**src/rtl/key_press_classifier_pkg.sv**
```systemverilog
// Shared definitions for the key press classifier and its millisecond timebase.
package key_pkg;

   typedef enum logic [2:0] {
      IDLE,
      PRESS1,
      WAIT2,
      PRESS2,
      HOLD
   } key_state_t;

   // Clock cycles per millisecond for a clock given in MHz (MS_DIV).
   function automatic int ms_div_of(input int freq_mhz);
      return freq_mhz * 1000;
   endfunction

   // Prescaler width; a divider of 1 still needs one bit of state.
   function automatic int pre_w_of(input int div);
      return (div > 1) ? $clog2(div) : 1;
   endfunction

endpackage

```
**src/rtl/key_press_classifier_ms_tick_gen.sv**
```systemverilog
// Millisecond prescaler: counts 0..DIV-1 and flags the terminal count.
// i_clr restarts the count so a timeout can be measured from an arbitrary cycle.
module ms_tick_gen
   import key_pkg::*;
#(
   parameter int DIV = 100000
) (
   input  logic clk,
   input  logic rst,
   input  logic i_clr,
   output logic o_ms_tick
);

   localparam int W = pre_w_of(DIV);
   localparam logic [W-1:0] TERM = W'(DIV - 1);

   logic [W-1:0] r_pre;

   always_ff @(posedge clk) begin
      if (rst || i_clr) begin
         r_pre <= '0;
      end else if (r_pre == TERM) begin
         r_pre <= '0;
      end else begin
         r_pre <= r_pre + W'(1);
      end
   end

   assign o_ms_tick = (r_pre == TERM);

endmodule

```
**src/rtl/key_press_classifier.sv**
```systemverilog
// Classifies debounced key gestures into short press, long press and double click.
// Define KEY_AUTO_REPEAT_EN to add periodic key_repeat pulses while a long press is held.
module key_press_classifier
   import key_pkg::*;
#(
   parameter int FREQ      = 100,
   parameter int LONG_MS   = 1000,
   parameter int DOUBLE_MS = 300,
   parameter int REPEAT_MS = 200,
   parameter int MS_W      = 16
) (
   input  logic clk,
   input  logic rst,
   input  logic key_negedge,
   input  logic key_posedge,
   output logic short_press,
   output logic long_press,
   output logic double_click,
   output logic key_repeat,
   output logic busy
);

   localparam int MS_DIV = ms_div_of(FREQ);
   localparam logic [MS_W-1:0] LONG_C   = MS_W'(LONG_MS);
   localparam logic [MS_W-1:0] DOUBLE_C = MS_W'(DOUBLE_MS);

   // Every timeout constant has to be reachable by the saturating counter.
   if ((LONG_MS >= 2**MS_W) || (DOUBLE_MS >= 2**MS_W) || (REPEAT_MS >= 2**MS_W)) begin : g_bad_cfg
      $error("key_press_classifier: timeout constant does not fit in MS_W bits");
   end

   key_state_t      r_state;
   logic [MS_W-1:0] r_ms_cnt;
   logic            r_short;
   logic            r_long;
   logic            r_double;
   logic            r_busy;

   logic w_ms_tick;
   logic w_neg;
   logic w_pos;
   logic w_go_press1;
   logic w_long_hit;
   logic w_go_wait2;
   logic w_short_hit;
   logic w_go_press2;
   logic w_double_hit;
   logic w_hold_rel;
   logic w_repeat_hit;
   logic w_clr;

   ms_tick_gen #(
      .DIV(MS_DIV)
   ) u_tick (
      .clk      (clk),
      .rst      (rst),
      .i_clr    (w_clr),
      .o_ms_tick(w_ms_tick)
   );

   // A release always wins over a press arriving in the same cycle.
   assign w_pos = key_posedge;
   assign w_neg = key_negedge & ~key_posedge;

   always_comb begin
      w_go_press1  = (r_state == IDLE) && w_neg;
      w_long_hit   = (r_state == PRESS1) && (r_ms_cnt == LONG_C);
      w_go_wait2   = (r_state == PRESS1) && w_pos && !w_long_hit;
      w_short_hit  = (r_state == WAIT2) && (r_ms_cnt == DOUBLE_C);
      w_go_press2  = (r_state == WAIT2) && w_neg && !w_short_hit;
      w_double_hit = (r_state == PRESS2) && w_pos;
      w_hold_rel   = (r_state == HOLD) && w_pos;
`ifdef KEY_AUTO_REPEAT_EN
      w_repeat_hit = (r_state == HOLD) && !w_pos && (r_ms_cnt == MS_W'(REPEAT_MS));
`else
      w_repeat_hit = 1'b0;
`endif
      w_clr = w_go_press1 | w_long_hit | w_go_wait2 | w_short_hit
            | w_go_press2 | w_double_hit | w_hold_rel | w_repeat_hit;
   end

   // Elapsed milliseconds since the last gesture step; restarts with the prescaler.
   always_ff @(posedge clk) begin
      if (rst || w_clr) begin
         r_ms_cnt <= '0;
      end else if (w_ms_tick && (r_ms_cnt != '1)) begin
         r_ms_cnt <= r_ms_cnt + MS_W'(1);
      end
   end

   always_ff @(posedge clk) begin
      if (rst) begin
         r_state  <= IDLE;
         r_short  <= 1'b0;
         r_long   <= 1'b0;
         r_double <= 1'b0;
         r_busy   <= 1'b0;
      end else begin
         r_short  <= 1'b0;
         r_long   <= 1'b0;
         r_double <= 1'b0;
         case (r_state)
            IDLE: begin
               if (w_go_press1) begin
                  r_state <= PRESS1;
                  r_busy  <= 1'b1;
               end
            end
            PRESS1: begin
               if (w_long_hit) begin
                  r_long  <= 1'b1;
                  r_state <= HOLD;
               end else if (w_go_wait2) begin
                  r_state <= WAIT2;
               end
            end
            WAIT2: begin
               if (w_short_hit) begin
                  r_short <= 1'b1;
                  r_state <= IDLE;
                  r_busy  <= 1'b0;
               end else if (w_go_press2) begin
                  r_state <= PRESS2;
               end
            end
            PRESS2: begin
               if (w_double_hit) begin
                  r_double <= 1'b1;
                  r_state  <= IDLE;
                  r_busy   <= 1'b0;
               end
            end
            HOLD: begin
               if (w_hold_rel) begin
                  r_state <= IDLE;
                  r_busy  <= 1'b0;
               end
            end
            default: begin
               r_state <= IDLE;
               r_busy  <= 1'b0;
            end
         endcase
      end
   end

`ifdef KEY_AUTO_REPEAT_EN
   logic r_repeat;

   always_ff @(posedge clk) begin
      if (rst) begin
         r_repeat <= 1'b0;
      end else begin
         r_repeat <= w_repeat_hit;
      end
   end

   assign key_repeat = r_repeat;
`else
   assign key_repeat = 1'b0;
`endif

   assign short_press  = r_short;
   assign long_press   = r_long;
   assign double_click = r_double;
   assign busy         = r_busy;

endmodule

```
**config.mk**
```make
export PLATFORM = sky130hd
export DESIGN_NAME = key_press_classifier
export DESIGN_NICKNAME = d
export VERILOG_FILES = /design/src/rtl/key_press_classifier_pkg.sv /design/src/rtl/key_press_classifier_ms_tick_gen.sv /design/src/rtl/key_press_classifier.sv
export SDC_FILE = /design/constraint.sdc
export NUM_CORES = 1
export LEC_CHECK = 0
export ABC_AREA = 1
export CORE_ASPECT_RATIO = 1.75
export CORE_MARGIN = 1
export CORE_UTILIZATION = 35
export CTS_CLUSTER_SIZE = 10
export DETAILED_ROUTE_END_ITERATION = 8
export PLACE_DENSITY = 0.55
export SYNTH_ARGS = -nofsm -noshare
export SYNTH_HDL_FRONTEND = slang
export SYNTH_HIERARCHICAL = 1
export SYNTH_SLANG_ARGS = --single-unit
```
**constraint.sdc**
```tcl
create_clock -name clk -period 2.22 [get_ports clk]
set_input_delay 0.444 -clock clk [delete_from_list [all_inputs] [get_ports clk]]
set_output_delay 0.444 -clock clk [all_outputs]
set_load 0.1 [all_outputs]
```
==> results.ini <==
[critical_path]
cpPeakStageDelay_ns = 0.38
worstPathArrival_ns = 2.07
cp-end-kind = flip-flop
crit_family = simple AND/OR/NAND/NOR gates
path_class = flip-flop to flip-flop
cp_max_fo = 17
ff2ff_path_depth = 11
start_kind = flip-flop
crit_chain = inv_1 > ha_1 > nand3_1 > nor2_1 > nand2_1 > nand2_1 > nand2_1 > nand3_1 > nor2_1 > nand2_4 > nor2_1
cp.depth = 11
crit_buf_inv = 1
cp_slowest_cell = dfxtp_1
cp_data_required_time_ns = 2.44

[global_route]
grt_usage_pct = 16.2
grt_antenna_before_repair = 0
grt_pass1_wl_mm = 8.93
grt_pass1_vias = 2041
overflow = 0
grt_max_degree = 18

[synthesis]
synth-async-reset-ratio_pct = 0
synth_commonest_cells = nand2_1 (107), nor2_1 (56), dfxtp_1 (40), inv_1 (39), nand3_1 (23)
ys.flop_type = dfxtp_1
synth_top_area_cell = dfxtp_1
synth_top_area_share_pct = 33.5
synth_edf_count = 0
synth_warnings = 6
syn_inst = 363
syn_avg_cell_area_sq_um = 6.59
synth_most_common_cell = nand2_1
ys_seq_elements = 40
synth_area_leaders = dfxtp_1 (33%), nand2_1 (17%), nor2_1 (8.8%)
syn_nets = 370
synth.distinct_cells = 29
yosysSeqAreaShare_pct = 33.5
syn_area_sq_um = 2390

[min_path]
hold_class = flip-flop to flip-flop
whs_path_depth = 1

[sta]
finalHoldViolCount = 0
setup-violations-final = 0
fmaxAchievable_ghz = 0.540
setup_tns_ns = 0
period_minus_slack_ns = 1.85
fin_worst_skew_ns = 0.00502
slew_viol_final = 0
period_share_pct = 83.4
rsz0062_at_grt = false

[drt]
drc = 0
ant_nets = 0
drt_wl_total_mm = 5.17
avgRoutedWirePerCell_um = 11.3
dr_total_vias = 2155
dr.pass1.iters = 4
drt_iter0_drc = 90
post_drt_via_cell_ratio = 4.71

[clock_tree]
htree_levels = 2
ctsRootBufferMaster = clkbuf_16
insertion_delay_ns = 0.28
cts_setup_buffers = 0
ctsResizeCount = 0
clock-sinks = 40
cts_hold_buf = 0
cts_buffers = 5
path_clk_slew_ns = 0.06
tritoncts = done
cts_buffer_depth = 2

[die]
initial_core_util_pct = 36.3
ioPinCount = 9
die_h_um = 111
dieArea_sq_um = 7180
core_sq_um = 6590
num_rows = 39
die_w_um = 64.5

[run_status]
status = finished clean

[final_layout]
diodes = 0
layout-drive-gt1-share_pct = 12.5
area_growth_pct = 13.2
fin_nets = 383

[placement]
dp.final_hpwl_mm = 3.99
place_congestion = 0.930
io_buffers = 7

[run]
maxCapViolations = 0

[power]
ir_drop_uv = 644
total_power_uw = 2180
total_leakage_power_uw = 0.000988
power-per-cell-area_nw_per_um2 = 806

==> through the flow <==
stage               worst slack, ns  utilization, %  hold WS [ns]  cell area, sq um  instances
floorplan                     0.565               -         0.439              2390        363
global placement              0.203            38.3         0.455              2520        451
detailed placement            0.167            38.3         0.464              2520        451
CTS                           0.336            41.1         0.478              2710        458
global route                  0.123            41.1         0.492              2710        458
finish                        0.369            41.1         0.473              2710        458
==> logic make-up (layout without fill, tap and decap cells) <==
kind of cell	Yosys count	after routing	synth area share, %
and+or+nand+nor	231	231	44.0
other	1	1	0.157
DFF	40	40	33.5
adders and majority gates	3	3	1.57
buffers and inverters	47	60	9.15
xor gates and xnor gates	15	15	5.49
AOI/OAI and AO/OA	26	26	6.12
==> cell type report <==
cell class | count | area (sq um)
fillers | 737 | 3880
multi-input cells | 276 | 1370
flip-flops and latches | 40 | 801
inverters | 42 | 158
clock buffers | 5 | 125
well taps | 82 | 103
repair buffers | 11 | 90.1
clock inverters | 2 | 60.1
==> state kept, by name, summed over array words and instances (netlist names) <==
register	cells
r_state	3
r_ms_cnt	16
busy	1
u_tick/r_pre	17
double_click	1
short_press	1
long_press	1
==> report_power, final <==
group          internal [uW]  total, uW  switching, uW
logic                    146        461            316
registers                762        804           41.9
clock network            637        918            281
total                   1550       2180            638
==> per-layer routing <==
metal / up-vias / track usage (%) / routed length [um]
met5: - / 0 / 0
met4: 0 / 8.15 / 144
met3: 11 / 2.77 / 89
met2: 22 / 31.6 / 2980
met1: 967 / 15.4 / 1960
li1: 1155 / - / -
==> placed cells by master (no fill, tap or decap), drive strengths merged <==
| cell | n |
|---|---|
| a21oi | 20 |
| xor2 | 6 |
| nand3b | 2 |
| nand2 | 114 |
| clkdlybuf4s50 | 3 |
| buf | 8 |
| nand3 | 25 |
| nor3 | 8 |
| nor2 | 72 |
| o21bai | 1 |
| dfxtp | 40 |
| nand4 | 10 |
| ha | 3 |
| bufinv | 2 |
| xnor2 | 9 |
| o21ai | 4 |
| conb | 1 |
| inv | 42 |
| clkbuf | 5 |
| o211ai | 1 |
==> worst register-to-register path, stage by stage, from the launching register on <==
cell and delay (ns):
dfxtp_1 0.38, inv_1 0.10, ha_1 0.22, nand3_1 0.08
nor2_1 0.05, nand2_1 0.14, nand2_1 0.07, nand2_1 0.13
nand3_1 0.09, nor2_1 0.19, nand2_4 0.20, nor2_1 0.14
==> path summary, 6_finish.rpt <==
kind	startpoint	to	slack, ns
max	r_ms_cnt[0]	u_tick/r_pre[12]	0.37
min	u_tick/r_pre[0]	u_tick/r_pre[0]	0.47
max reg2reg	r_ms_cnt[0]	u_tick/r_pre[12]	0.37
min reg2reg	u_tick/r_pre[0]	u_tick/r_pre[0]	0.47
Note: power is estimated with default switching activity, not from simulation.
